`config.mk`:
```
export PLATFORM = sky130hd
export DESIGN_NAME = dma_snd_seq
export DESIGN_NICKNAME = d
export VERILOG_FILES = /design/src/rtl/dma_snd_seq.sv
export SDC_FILE = /design/constraint.sdc
export NUM_CORES = 1
export LEC_CHECK = 0
export BUFFER_PORTS_ARGS = -buffer_cell sky130_fd_sc_hd__buf_4
export CAP_MARGIN = 5
export CORE_MARGIN = 4
export CORE_UTILIZATION = 61
export CTS_BUF_LIST = sky130_fd_sc_hd__clkbuf_16
export DETAILED_ROUTE_END_ITERATION = 10
export PLACE_DENSITY_LB_ADDON = 0.12
export SYNTH_ARGS = -nofsm -noshare
export SYNTH_HDL_FRONTEND = slang
export SYNTH_SLANG_ARGS = --single-unit
```
`constraint.sdc`:
```
create_clock -name clk32 -period 4.7 [get_ports clk32]
set_input_delay 1.41 -clock clk32 [delete_from_list [all_inputs] [get_ports clk32]]
set_output_delay 1.41 -clock clk32 [all_outputs]
set_load 0.005 [all_outputs]
```
`src/rtl/dma_snd_seq.sv`:
```
`timescale 1ns/1ps
`default_nettype none
// ==========================================================================
// Module   : dma_snd_seq
// Brief    : DMA sound frame sequencer - register file, fetch FSM, shifter load strobe
// Revision : 1.0 - initial release
// ==========================================================================
module dma_snd_seq (
  input  logic        clk32,
  input  logic        resb,
  input  logic        CS,
  input  logic [5:1]  A,
  input  logic [15:0] DIN,
  output logic [15:0] DOUT,
  input  logic        RW,
  input  logic        SREQ,
  input  logic        SLOT,
  output logic [23:1] SADDR,
  output logic        SLOAD_N,
  output logic        SINT,
  output logic        SACTIVE
);

  localparam logic [5:1] c_A_CTRL   = 5'h00;
  localparam logic [5:1] c_A_ST_HI  = 5'h01;
  localparam logic [5:1] c_A_ST_MID = 5'h02;
  localparam logic [5:1] c_A_ST_LO  = 5'h03;
  localparam logic [5:1] c_A_CN_HI  = 5'h04;
  localparam logic [5:1] c_A_CN_MID = 5'h05;
  localparam logic [5:1] c_A_CN_LO  = 5'h06;
  localparam logic [5:1] c_A_EN_HI  = 5'h07;
  localparam logic [5:1] c_A_EN_MID = 5'h08;
  localparam logic [5:1] c_A_EN_LO  = 5'h09;

  typedef enum logic [2:0] {
    S_IDLE = 3'd0,
    S_WAIT = 3'd1,
    S_ADDR = 3'd2,
    S_LOAD = 3'd3,
    S_STEP = 3'd4
  } state_t;

  state_t      r_state;
  state_t      w_state_nxt;
  logic        r_sub;
  logic        w_sub_nxt;

  logic        r_cs_d;
  logic        r_en;
  logic        r_loop;
  logic [23:1] r_start_w;
  logic [23:1] r_end_w;
  logic [23:1] r_start_a;
  logic [23:1] r_end_a;
  logic [23:1] r_cnt;
  logic [23:1] r_fetch;

  logic        w_wr;
  logic        w_wr_ctrl;
  logic        w_rise;
  logic        w_loop_eff;
  logic        w_en_nxt;
  logic        w_frame_end;
  logic        w_restart;
  logic [23:1] w_cnt_inc;
  logic [7:0]  w_rd_byte;
  logic        w_unused;

  assign w_unused   = ^DIN[15:8];
  assign w_wr       = CS && !RW && !r_cs_d;
  assign w_wr_ctrl  = w_wr && (A == c_A_CTRL);
  assign w_rise     = w_wr_ctrl && DIN[0] && !r_en;
  assign w_cnt_inc  = r_cnt + 23'd1;
  assign w_loop_eff = w_wr_ctrl ? DIN[1] : r_loop;

  // An empty frame (start == end) is detected in the first enabled IDLE clock
  assign w_frame_end = ((r_state == S_STEP) && (w_cnt_inc == r_end_a)) ||
                       ((r_state == S_IDLE) && r_en && (r_cnt == r_end_a));
  assign w_restart   = w_frame_end && w_loop_eff;

  always_comb begin
    w_en_nxt = r_en;
    if (w_wr_ctrl) begin
      w_en_nxt = DIN[0];
    end else if (w_frame_end && !r_loop) begin
      w_en_nxt = 1'b0;
    end
  end

  always_ff @(posedge clk32 or negedge resb) begin
    if (!resb) begin
      r_state <= S_IDLE;
      r_sub   <= 1'b0;
    end else begin
      r_state <= w_state_nxt;
      r_sub   <= w_sub_nxt;
    end
  end

  always_comb begin
    w_state_nxt = r_state;
    w_sub_nxt   = 1'b0;
    SLOAD_N     = 1'b1;
    SINT        = w_frame_end;
    SADDR       = r_cnt;
    case (r_state)
      S_IDLE: begin
        if (r_en && !w_frame_end) w_state_nxt = S_WAIT;
      end
      S_WAIT: begin
        if (!r_en) w_state_nxt = S_IDLE;
        else if (SLOT && SREQ) w_state_nxt = S_ADDR;
      end
      S_ADDR: begin
        SADDR     = r_fetch;
        w_sub_nxt = !r_sub;
        if (r_sub) w_state_nxt = S_LOAD;
      end
      S_LOAD: begin
        SADDR     = r_fetch;
        SLOAD_N   = 1'b0;
        w_sub_nxt = !r_sub;
        if (r_sub) w_state_nxt = S_STEP;
      end
      S_STEP: begin
        w_state_nxt = w_en_nxt ? S_WAIT : S_IDLE;
      end
      default: w_state_nxt = S_IDLE;
    endcase
  end

  always_ff @(posedge clk32 or negedge resb) begin
    if (!resb) begin
      r_cs_d    <= 1'b0;
      r_en      <= 1'b0;
      r_loop    <= 1'b0;
      r_start_w <= '0;
      r_end_w   <= '0;
      r_start_a <= '0;
      r_end_a   <= '0;
      r_cnt     <= '0;
      r_fetch   <= '0;
    end else begin
      r_cs_d <= CS;
      r_en   <= w_en_nxt;
      r_loop <= w_loop_eff;
      if (w_wr) begin
        case (A)
          c_A_ST_HI:  r_start_w[23:16] <= DIN[7:0];
          c_A_ST_MID: r_start_w[15:8]  <= DIN[7:0];
          c_A_ST_LO:  r_start_w[7:1]   <= DIN[7:1];
          c_A_EN_HI:  r_end_w[23:16]   <= DIN[7:0];
          c_A_EN_MID: r_end_w[15:8]    <= DIN[7:0];
          c_A_EN_LO:  r_end_w[7:1]     <= DIN[7:1];
          default: ;
        endcase
      end
      // Enable rising and loop restart both take the CPU-written frame bounds
      if (w_rise || w_restart) begin
        r_start_a <= r_start_w;
        r_end_a   <= r_end_w;
        r_cnt     <= r_start_w;
      end else if (r_state == S_STEP) begin
        r_cnt <= w_cnt_inc;
      end
      if (r_state == S_WAIT) r_fetch <= r_cnt;
    end
  end

  always_comb begin
    w_rd_byte = 8'h00;
    case (A)
      c_A_CTRL:   w_rd_byte = {6'b000000, r_loop, r_en};
      c_A_ST_HI:  w_rd_byte = r_start_w[23:16];
      c_A_ST_MID: w_rd_byte = r_start_w[15:8];
      c_A_ST_LO:  w_rd_byte = {r_start_w[7:1], 1'b0};
      c_A_CN_HI:  w_rd_byte = r_cnt[23:16];
      c_A_CN_MID: w_rd_byte = r_cnt[15:8];
      c_A_CN_LO:  w_rd_byte = {r_cnt[7:1], 1'b0};
      c_A_EN_HI:  w_rd_byte = r_end_w[23:16];
      c_A_EN_MID: w_rd_byte = r_end_w[15:8];
      c_A_EN_LO:  w_rd_byte = {r_end_w[7:1], 1'b0};
      default:    w_rd_byte = 8'h00;
    endcase
    DOUT = (CS && RW) ? {8'h00, w_rd_byte} : 16'h0000;
  end

  assign SACTIVE = r_en;

endmodule
`default_nettype wire

```
==> metrics.csv <==
metric;value;unit
vias;7220;
final-instance-count-excl-fill;1059;
cts.reportedPaths.clkPinSlew;0.06;ns
crit_required;3.29;ns
worstReg2RegStart;r_cnt[1];
hold_violations;0;
grt_pass1_wl;39100;um
crit_end;SINT;
path_class;reg2out;
leakagePower;0.00436;uW
ff2ff_path_depth;11;
fin_crit;4.58;ns
track_usage;34.9;%
fmax;0.218;GHz
antenna_found_initial;0;
p_clk_share;45.1;%
cts_buffer_depth;2;
fp.dieArea;14900;um^2
synth_cells;827;
maxCapViolations;0;
num_rows;41;
slew_headroom;25.1;%
status;finished clean;
finalMaxSlewViolations;0;
rrSetupSlack;0.84;ns
crit_fanout;10;
cts.htree.levels;4;
ir_worst_vdd;303;uV
synth-seq-area-share;38.4;%
numClockSinks;122;
async_reset_ff_share;100;%
portBuffers;52;
drt_iter0_drc;813;
skew;0.00809;ns
worstSetupEndpointType;output pin;
timing.final.ws_setup;0.115;ns
p_int;2120;uW
drc;0;
grt_overflow_total;0;
hold_class;reg2reg;
final_layout_size_suffix_gt1_share;30.9;%
p_comb_share;14.9;%
ys_ff_latch;122;
fill_cells;949;
place_ws;0.332;ns
synthFlopType;dfrtp_1;
syn_to_final_growth;16.8;%
cp_data_arrival_time;3.17;ns
cts_tree;yes;
place_congestion;0.969;
synth-edff-count;0;
finalSetupViolCount;0;
fin_nets;902;
rr_endpoint;r_end_a[6];
multi_input_area;4600;um^2
crit_chain;buf_6, nand4_1, or4_4, or4_4, a21oi_4, or2_4, nand2_8, or2_4, nand2_1, buf_4;
p_sw_share;29.7;%
fin_crit_sh;97.5;%
switchingPower;892;uW
clkLatencyLatePin;0.43;ns
worstSetupStartpointType;flop;
chipHeight;122;um
start_util;62.7;%
grt_max_degree;60;
wire_per_inst;23.9;um
grt_pass1_vias;6846;
drtAntennaViolNets;0;
seq_power_share;40.0;%
dp_hpwl;18100;um
tightest_slew;1.11;ns
viasPerCell;6.82;
crit_start;r_cnt[1];
synth.avg_cell_area;9.60;um^2
slowest_stage;or4_4;
netlist_area;7940;um^2
drt_first_pass_iters;6;
tns;0;ns
powerDensity;324;nW/um^2
cts_buffers;17;
seqCellArea;3060;um^2
cts_root_buffer;clkbuf_16;
yosys_warnings;0;
drt_wl_total;25300;um
n_antenna_cell;0;
dieWidth;122;um
core;12700;um^2
io_pins;69;
yosysUniqueCellTypes;65;
placed_cells;1022;
max_stage_delay;0.61;ns
-- layer usage --
layer  vias to the layer above  global-route usage, %  wire length (um)
met1                      3489                   48.8              9960
li1                       3136                      -                 -
met2                       501                   52.0             11300
met3                        94                   8.03              2860
met4                         0                   16.0              1190
met5                         -                      0                 0
-- stage by stage --
| stage | hold WS (ns) | utilization (%) | area (um^2) | total power, uW |
|---|---|---|---|---|
| after floorplan | 0.425 | - | 7970 | 1500 |
| after global placement | 0.447 | 67.4 | 8540 | 1640 |
| after detailed placement | 0.461 | 67.4 | 8540 | 1660 |
| after CTS | 0.476 | 72.3 | 9160 | 3000 |
| after global routing | 0.502 | 73.2 | 9280 | 3110 |
| final | 0.479 | 73.2 | 9280 | 3010 |
-- power by group through the flow --
| stage | combinational [uW] | clock (uW) | sequential (uW) |
|---|---|---|---|
| after floorplan | 331 | 0 | 1160 |
| after CTS | 446 | 1360 | 1190 |
| final | 450 | 1360 | 1200 |
| after global placement | 429 | 0 | 1210 |
| after global routing | 485 | 1420 | 1210 |
| after detailed placement | 444 | 0 | 1210 |
-- logic make-up after synthesis --
| group | share of synthesized area [%] |
|---|---|
| simple gates | 18.4 |
| compound gates | 15.0 |
| flops | 38.4 |
| mux | 16.1 |
| buf+inv | 5.21 |
| xor+xnor | 6.70 |
| fa+ha+maj | 0.158 |
| other cells | 0.0472 |
-- sequential cells by signal (all words and copies together), names as in the netlist --
name and cells:
r_start_w 23, SACTIVE 1, r_sub 1, r_end_a 23
r_loop 1, r_cnt 23, r_cs_d 1, r_end_w 23
r_state 3, r_fetch 23
-- synthesized netlist by cell type, types with 3 or more instances --
cell / number / share of area [%]
a211o_1: 3 / 0.33
a211oi_1: 9 / 0.85
a21o_1: 3 / 0.28
a21oi_1: 17 / 1.1
a222oi_1: 6 / 0.76
a22o_1: 7 / 0.77
a22oi_1: 25 / 2.4
a311oi_1: 4 / 0.44
a31oi_1: 13 / 1.0
and3_1: 11 / 0.87
and4_1: 4 / 0.44
buf_1: 5 / 0.24
buf_2: 13 / 0.82
buf_4: 14 / 1.3
clkbuf_1: 47 / 2.2
dfrtp_1: 122 / 38
inv_1: 7 / 0.33
mux2_2: 97 / 14
mux2i_1: 7 / 0.88
mux4_2: 5 / 1.4
nand2_1: 76 / 3.6
nand2b_1: 5 / 0.39
nand3_1: 40 / 2.5
nand3b_1: 3 / 0.28
nand4_1: 13 / 1.0
nand4b_1: 3 / 0.33
nor2_1: 59 / 2.8
nor2b_1: 7 / 0.55
nor3_1: 22 / 1.4
nor3b_1: 4 / 0.38
nor4_1: 14 / 1.1
nor4b_1: 3 / 0.33
o211ai_1: 15 / 1.4
o211ai_2: 9 / 1.4
o21ai_0: 17 / 1.1
o22ai_1: 11 / 0.87
o311a_1: 9 / 1.1
or3_1: 7 / 0.55
or4_1: 3 / 0.28
xnor2_1: 33 / 3.6
xor2_1: 24 / 2.6
-- worst max-delay path: cells and delay by family (launching register included) --
| family | cells | cell delay, ns |
|---|---|---|
| simple gates | 7 | 1.83 |
| flops | 1 | 0.42 |
| buf+inv | 2 | 0.29 |
| compound gates | 1 | 0.18 |
-- placed cells by master (no fill, tap or decap), types with 9 or more instances in the layout --
cell / n
o311a_1: 9
nor4_1: 13
nand3_1: 38
and3_1: 11
buf_4: 100
o21ai_0: 16
xor2_1: 24
nor3_1: 22
o22ai_1: 11
o211ai_1: 15
clkbuf_16: 17
a31oi_1: 13
mux2_2: 97
xnor2_1: 33
a21oi_1: 17
nor2_1: 57
a22oi_1: 25
o211ai_2: 9
dfrtp_1: 120
nand2_1: 76
a211oi_1: 9
nand4_1: 13
-- worst min path at each step --
stage / cells past startpoint / end / slack [ns] / start
after floorplan: 1 / r_sub / 0.42 / r_sub
after global placement: 1 / r_sub / 0.45 / r_sub
after detailed placement: 1 / r_sub / 0.46 / r_sub
after CTS: 1 / r_sub / 0.48 / r_sub
after global routing: 1 / r_sub / 0.50 / r_sub
final: 1 / r_sub / 0.48 / r_sub
-- repair_timing --
action / CTS / global route
pin swaps: 0 / 5
hold endpoints to repair: 0 / 0
hold buffers: 0 / 0
resized for setup: 4 / 17
buffers inserted: 0 / 5
setup endpoints to repair: 1 / 1
-- cell type report --
type / instances / area share, %
sequential: 122 / 32.9
clock inverter: 15 / 1.96
timing repair buffer: 102 / 8.34
tap: 172 / 2.32
inverter: 7 / 0.283
clock buffer: 17 / 4.59
multi-input combinational: 624 / 49.6
Note: power is estimated with default switching activity, not from simulation.
